### src/rtl/mdu_pkg.sv
// Shared definitions for the multiply/divide unit: operation codes, FSM state
// encoding and iteration bounds. The control decoder imports the same op codes.
package mdu_pkg;

  localparam int MDU_DATA_WIDTH = 32;
  localparam int ITER_LAST      = MDU_DATA_WIDTH - 1;

  typedef enum logic [1:0] {
    OP_MULT  = 2'b00,
    OP_MULTU = 2'b01,
    OP_DIV   = 2'b10,
    OP_DIVU  = 2'b11
  } mdu_op_e;

  typedef enum logic [1:0] {
    ST_IDLE = 2'b00,
    ST_RUN  = 2'b01,
    ST_FIX  = 2'b10,
    ST_DONE = 2'b11
  } mdu_state_e;

  function automatic logic op_is_div(input logic [1:0] op);
    return (op == OP_DIV) || (op == OP_DIVU);
  endfunction

  function automatic logic op_is_signed(input logic [1:0] op);
    return (op == OP_MULT) || (op == OP_DIV);
  endfunction

endpackage

### src/rtl/mult_div_unit_twos_negate.sv
// Conditional two's-complement: passes the value through, or negates it when
// i_neg is set. Used for operand magnitudes and final sign correction.
module twos_negate #(
  parameter int WIDTH = 32
) (
  input  logic             i_neg,
  input  logic [WIDTH-1:0] i_val,
  output logic [WIDTH-1:0] o_val
);

  assign o_val = i_neg ? ((~i_val) + WIDTH'(1)) : i_val;

endmodule

### src/rtl/mult_div_unit.sv
// Iterative radix-2 multiply/divide unit with architectural HI/LO registers.
// Start/Busy/Done handshake: Start is sampled only in IDLE or DONE; Busy covers RUN and FIX; Done pulses once.
module mult_div_unit
  import mdu_pkg::*;
#(
  parameter int DATA_WIDTH = MDU_DATA_WIDTH
) (
  input  logic                  clk,
  input  logic                  reset,
  input  logic                  Start,
  input  logic [1:0]            MDUOperation,
  input  logic [DATA_WIDTH-1:0] A,
  input  logic [DATA_WIDTH-1:0] B,
  output logic                  Busy,
  output logic                  Done,
  output logic                  DivByZero,
  output logic [DATA_WIDTH-1:0] HI,
  output logic [DATA_WIDTH-1:0] LO,
  output logic [1:0]            o_dbg_state
);

  localparam int W     = DATA_WIDTH;
  localparam int CNT_W = $clog2(W);
  localparam logic [CNT_W-1:0] CNT_LAST = CNT_W'(W - 1);

  mdu_state_e         r_state;
  logic [CNT_W-1:0]   r_cnt;
  logic [2*W-1:0]     r_acc;
  logic [W-1:0]       r_opb;
  logic               r_is_div;
  logic               r_neg_q;
  logic               r_neg_r;
  logic [W-1:0]       r_hi;
  logic [W-1:0]       r_lo;
  logic               r_busy;
  logic               r_done;
  logic               r_dbz;

  logic               w_sgn;
  logic               w_div_req;
  logic [W-1:0]       w_abs_a;
  logic [W-1:0]       w_abs_b;
  logic [W:0]         w_mul_sum;
  logic [2*W-1:0]     w_mul_next;
  logic [W:0]         w_div_top;
  logic [W:0]         w_div_diff;
  logic [2*W-1:0]     w_div_next;
  logic [2*W-1:0]     w_prod_fix;
  logic [W-1:0]       w_quo_fix;
  logic [W-1:0]       w_rem_fix;

  assign w_sgn     = op_is_signed(MDUOperation);
  assign w_div_req = op_is_div(MDUOperation);

  twos_negate #(.WIDTH(W)) u_abs_a (
    .i_neg (w_sgn & A[W-1]),
    .i_val (A),
    .o_val (w_abs_a)
  );

  twos_negate #(.WIDTH(W)) u_abs_b (
    .i_neg (w_sgn & B[W-1]),
    .i_val (B),
    .o_val (w_abs_b)
  );

  // Multiply: low half holds the remaining multiplier bits, high half the partial product.
  assign w_mul_sum  = {1'b0, r_acc[2*W-1:W]} + (r_acc[0] ? {1'b0, r_opb} : '0);
  assign w_mul_next = {w_mul_sum, r_acc[W-1:1]};

  // Divide: shift {rem, quo} left, trial-subtract the divisor, keep it only if non-negative.
  assign w_div_top  = r_acc[2*W-1:W-1];
  assign w_div_diff = w_div_top - {1'b0, r_opb};
  assign w_div_next = w_div_diff[W] ? {w_div_top[W-1:0], r_acc[W-2:0], 1'b0}
                                    : {w_div_diff[W-1:0], r_acc[W-2:0], 1'b1};

  twos_negate #(.WIDTH(2*W)) u_fix_prod (
    .i_neg (r_neg_q),
    .i_val (r_acc),
    .o_val (w_prod_fix)
  );

  twos_negate #(.WIDTH(W)) u_fix_quo (
    .i_neg (r_neg_q),
    .i_val (r_acc[W-1:0]),
    .o_val (w_quo_fix)
  );

  twos_negate #(.WIDTH(W)) u_fix_rem (
    .i_neg (r_neg_r),
    .i_val (r_acc[2*W-1:W]),
    .o_val (w_rem_fix)
  );

  always_ff @(posedge clk or negedge reset) begin
    if (!reset) begin
      r_state  <= ST_IDLE;
      r_cnt    <= '0;
      r_acc    <= '0;
      r_opb    <= '0;
      r_is_div <= 1'b0;
      r_neg_q  <= 1'b0;
      r_neg_r  <= 1'b0;
      r_hi     <= '0;
      r_lo     <= '0;
      r_busy   <= 1'b0;
      r_done   <= 1'b0;
      r_dbz    <= 1'b0;
    end else begin
      case (r_state)
        ST_IDLE, ST_DONE: begin
          r_busy <= 1'b0;
          r_done <= 1'b0;
          r_dbz  <= 1'b0;
          if (Start) begin
            r_cnt    <= '0;
            r_is_div <= w_div_req;
            r_neg_q  <= w_sgn & (A[W-1] ^ B[W-1]);
            r_neg_r  <= w_sgn & A[W-1];
            if (w_div_req && (B == '0)) begin
              // Division by zero short-circuits straight to DONE.
              r_state <= ST_DONE;
              r_done  <= 1'b1;
              r_dbz   <= 1'b1;
              r_hi    <= A;
              r_lo    <= '1;
            end else begin
              r_state <= ST_RUN;
              r_busy  <= 1'b1;
              if (w_div_req) begin
                r_acc <= {{W{1'b0}}, w_abs_a};
                r_opb <= w_abs_b;
              end else begin
                r_acc <= {{W{1'b0}}, w_abs_b};
                r_opb <= w_abs_a;
              end
            end
          end else begin
            r_state <= ST_IDLE;
          end
        end
        ST_RUN: begin
          r_acc <= r_is_div ? w_div_next : w_mul_next;
          if (r_cnt == CNT_LAST) begin
            r_state <= ST_FIX;
          end else begin
            r_cnt <= r_cnt + CNT_W'(1);
          end
        end
        ST_FIX: begin
          if (r_is_div) begin
            r_hi <= w_rem_fix;
            r_lo <= w_quo_fix;
          end else begin
            r_hi <= w_prod_fix[2*W-1:W];
            r_lo <= w_prod_fix[W-1:0];
          end
          r_state <= ST_DONE;
          r_busy  <= 1'b0;
          r_done  <= 1'b1;
        end
        default: begin
          r_state <= ST_IDLE;
          r_busy  <= 1'b0;
          r_done  <= 1'b0;
        end
      endcase
    end
  end

  assign Busy        = r_busy;
  assign Done        = r_done;
  assign DivByZero   = r_dbz;
  assign HI          = r_hi;
  assign LO          = r_lo;
  assign o_dbg_state = r_state;

endmodule
### config.mk
export PLATFORM = sky130hd
export DESIGN_NAME = mult_div_unit
export DESIGN_NICKNAME = d
export VERILOG_FILES = /design/src/rtl/mdu_pkg.sv /design/src/rtl/mult_div_unit_twos_negate.sv /design/src/rtl/mult_div_unit.sv
export SDC_FILE = /design/constraint.sdc
export NUM_CORES = 1
export LEC_CHECK = 0
export BUFFER_PORTS_ARGS = -buffer_cell sky130_fd_sc_hd__buf_2
export CAP_MARGIN = 5
export CORE_UTILIZATION = 50
export CTS_CLUSTER_DIAMETER = 80
export DETAILED_ROUTE_END_ITERATION = 10
export PLACE_DENSITY = 0.76
export SLEW_MARGIN = 20
export SYNTH_ARGS = -nofsm -noshare
export SYNTH_HDL_FRONTEND = slang
export SYNTH_SLANG_ARGS = --single-unit
### constraint.sdc
create_clock -name clk -period 3.35 [get_ports clk]
set_clock_uncertainty 0.05 [all_clocks]
set_input_delay 0.67 -clock clk [delete_from_list [all_inputs] [get_ports clk]]
set_output_delay 0.67 -clock clk [all_outputs]
set_load 0.05 [all_outputs]
==> impl_metrics.py <==
metrics = {
    "critical_path": {
        "worst-r2r-cell-count": 15,
        "path_delay_family": "compound AO/OA/AOI/OAI gates",
        "critPathMaxStageDelay_ps": 430,
        "cells_along_the_critical_path": "ha_4 -> fa_2 -> nand2b_4 -> a211oi_4 -> o211ai_1 -> buf_4 -> a211oi_4 -> a211oi_2 -> nor2_1 -> buf_4 -> xor2_4 -> buf_6 -> mux2i_1 -> a2bb2oi_2 -> o221ai_1",
        "slack_of_the_worst_reg_to_reg_path_ps": -20,
        "crit-reg2reg-launch": "r_opb[0]",
        "crit_arrival_ps": 3630,
        "worstSetupStartpointType": "flop",
        "critPathKind": "flop to flop",
        "critical_path_required_ps": 3610,
        "cp_num_buf_inv": 3,
        "largest_fanout_of_any_net_on_the_critical_path": 3,
        "endpoint_kind": "flop",
        "cp_slowest_cell": "sky130_fd_sc_hd__dfrtp_1",
        "worstReg2RegEnd": "r_acc[61]",
    },
    "floorplanning": {
        "fp-row-count": 62,
        "initial_core_util_pct": 51.1,
        "io_pins": 138,
        "core-area_mm2": 0.0289,
        "die-area_mm2": 0.0302,
        "floorplan.die.width_um": 174,
        "die-height_um": 174,
    },
    "placed_design": {
        "gp_congestion": 1.01,
        "hpwl_um": 38300,
        "dp.cells": 2477,
        "port_buffers": 137,
    },
    "synthesis": {
        "top_area_cells_in_the_synthesized_netlist": "sky130_fd_sc_hd__dfrtp_1 29%, sky130_fd_sc_hd__a21oi_1 6.2%, sky130_fd_sc_hd__ha_1 6.2%",
        "synthFlopType": "sky130_fd_sc_hd__dfrtp_1",
        "yosysTopAreaCellShare_pct": 29.4,
        "synthesis.instances": 1860,
        "yosysMostFrequentCell": "sky130_fd_sc_hd__nor2_1",
        "postSynthNetCount": 2004,
        "synthTopCellsByCount": "196 x sky130_fd_sc_hd__nor2_1, 184 x sky130_fd_sc_hd__a21oi_1, 176 x sky130_fd_sc_hd__nand2_1",
        "synth_enable_flop_cells": 0,
        "synth.lib_cells_used.distinct": 73,
        "synth-seq-cells": 173,
        "post-synth-top-area-cell": "sky130_fd_sc_hd__dfrtp_1",
        "postSynthAreaPerCell_um2": 7.93,
        "synth.cell_area_mm2": 0.0147,
        "ys.warnings.count": 0,
        "ys_seq_area_share_pct": 29.4,
        "synth-async-reset-ratio_pct": 100,
    },
    "status": {
        "failed_checks": "setup timing",
        "run_status": "finished with violations",
    },
    "cts": {
        "numCtsBuffers": 17,
        "cts_htree_levels": 4,
        "sinks_on_the_clock_net": 173,
        "postCtsHoldBufs": 0,
        "max-clock-path-buffers": 2,
        "clock_tree_from_tritoncts": "done",
        "cts_root_buffer": "sky130_fd_sc_hd__clkbuf_16",
        "clk_latency_ps": 430,
        "cts.reportedPaths.clkPinSlew_ps": 70,
    },
    "timing": {
        "final_report_setup_violation_count": 3,
        "worstMarginPinSlew_ps": 926,
        "timing.final.hold_violations": 0,
        "tns_ps": -37.7,
        "finalCritPeriodShare_pct": 101,
        "hold_slack_ps": 226,
        "postLayoutSetupSlackWorst_ps": -20.4,
        "pins_over_their_slew_limit": 0,
        "relSlewSlack_pct": 38.2,
        "max_freq_mhz": 297,
        "grt_setup_unrepaired": "true",
        "finalCriticalPeriod_ps": 3370,
    },
    "finish": {
        "area_growth_syn_to_layout_pct": 23.0,
        "num-nets-final": 2267,
        "finalCoreUtilization_pct": 62.8,
        "finalNonFillerCells": 2519,
        "post_route_cells_drive_above_1_share_pct": 22.0,
        "n_antenna_cell": 0,
    },
    "global_route": {
        "grt.overflow.total": 0,
        "grt_pass1_vias": 14400,
        "grt_max_degree": 101,
        "grt_pass1_wl_um": 77600,
        "grt.total_usage_pct": 32.5,
        "antenna_found_initial": 1,
    },
    "detailed_routing": {
        "avgRoutedWirePerCell_um": 19.7,
        "number_of_routed_nets_with_antenna_violations": 0,
        "drc": 0,
        "first_iter_violations": 1622,
        "num_vias": 15200,
        "routed_wirelength_um": 49700,
        "viasPerCell": 6.04,
        "drt_pre_antenna_iters": 6,
    },
    "power": {
        "vdd_ir_drop_max_mv": 0.483,
        "power_leakage_uw": 0.00805,
        "power-per-cell-area_mw_per_mm2": 1150,
        "post-layout-total-power_uw": 20900,
    },
    "flow_run": {
        "drv.max_cap_violation_count": 0,
    },
    "hold_path": {
        "hold_class": "primary input to asynchronous set/reset pin",
    },
}
==> metrics by stage <==
| stage | setup WS, ps | cell area, um^2 |
|---|---|---|
| 2_1_floorplan | 12.9 | 14700 |
| 3_3_place_gp | -219 | 17200 |
| 3_5_place_dp | -294 | 17200 |
| 4_1_cts | 0.711 | 18000 |
| 5_1_grt | -213 | 18100 |
| 6_report | -20.4 | 18100 |
==> report_power, final <==
| group | internal (uW) | switching (uW) | leakage [uW] |
|---|---|---|---|
| sequential | 2980 | 923 | 0.00206 |
| combinational | 5960 | 8750 | 0.00567 |
| clock | 1350 | 889 | 0.000317 |
==> per-layer routing <==
layer	wire length (um)	global-route usage, %
met5	0	0
met4	1610	12.8
met3	3550	4.87
met2	23100	52.7
met1	21500	43.6
==> layout make-up <==
cell class	count	area (um^2)
Fill cell	2518	10700
Tap cell	384	480
Timing Repair Buffer	356	2470
Inverter	72	273
Sequential cell	173	4340
Clock inverter	13	211
Multi-Input combinational cell	1503	9920
Clock buffer	18	439
==> sequential cells by signal (all words and copies together) (netlist names) <==
name and cells:
DivByZero 1, r_neg_r 1, r_is_div 1, LO 32
r_acc 64, HI 32, Done 1, r_opb 32
o_dbg_state 2, r_neg_q 1, r_cnt 5, Busy 1
==> timing repair <==
| item | in CTS | in global routing |
|---|---|---|
| buffers inserted | 9 | 4 |
| endpoints found under the setup margin | 33 | 39 |
| gates cloned | 0 | 0 |
| pin swaps | 6 | 18 |
| gates resized for setup | 15 | 57 |
==> cells by family (layout without fill, tap and decap cells) <==
group | Yosys count | count (layout) | synth area share, %
multiplexers | 85 | 85 | 5.99
buffers and inverters | 184 | 459 | 4.80
flip-flops | 173 | 173 | 29.4
AND/OR/NAND/NOR | 564 | 564 | 17.6
AO/OA/AOI/OAI | 604 | 604 | 25.3
XOR/XNOR | 175 | 175 | 10.4
adder cells (fa/ha/maj) | 75 | 75 | 6.47
==> worst max-delay path by stage <==
stage / start / slack [ps] / depth (start not counted) / endpoint
2_1_floorplan: r_acc[0] / 10 / 14 / r_acc[62]
3_3_place_gp: r_acc[31] / -220 / 14 / r_acc[61]
3_5_place_dp: r_acc[31] / -290 / 14 / r_acc[61]
4_1_cts: r_acc[37] / 0.7 / 9 / HI[29]
5_1_grt: r_opb[0] / -210 / 15 / r_acc[61]
6_report: r_opb[0] / -20 / 15 / r_acc[61]
==> placed cells by master, fill, tap and decap left out, types with 68 or more instances in the layout <==
cell,instances
sky130_fd_sc_hd__dfrtp_1,168
sky130_fd_sc_hd__ha_1,68
sky130_fd_sc_hd__xnor2_1,100
sky130_fd_sc_hd__a21oi_1,181
sky130_fd_sc_hd__o21ai_0,146
sky130_fd_sc_hd__buf_2,136
sky130_fd_sc_hd__inv_1,69
sky130_fd_sc_hd__nand2_1,176
sky130_fd_sc_hd__buf_4,203
sky130_fd_sc_hd__xor2_1,74
sky130_fd_sc_hd__nor2_1,196
Note: power is estimated with default switching activity, not from simulation.
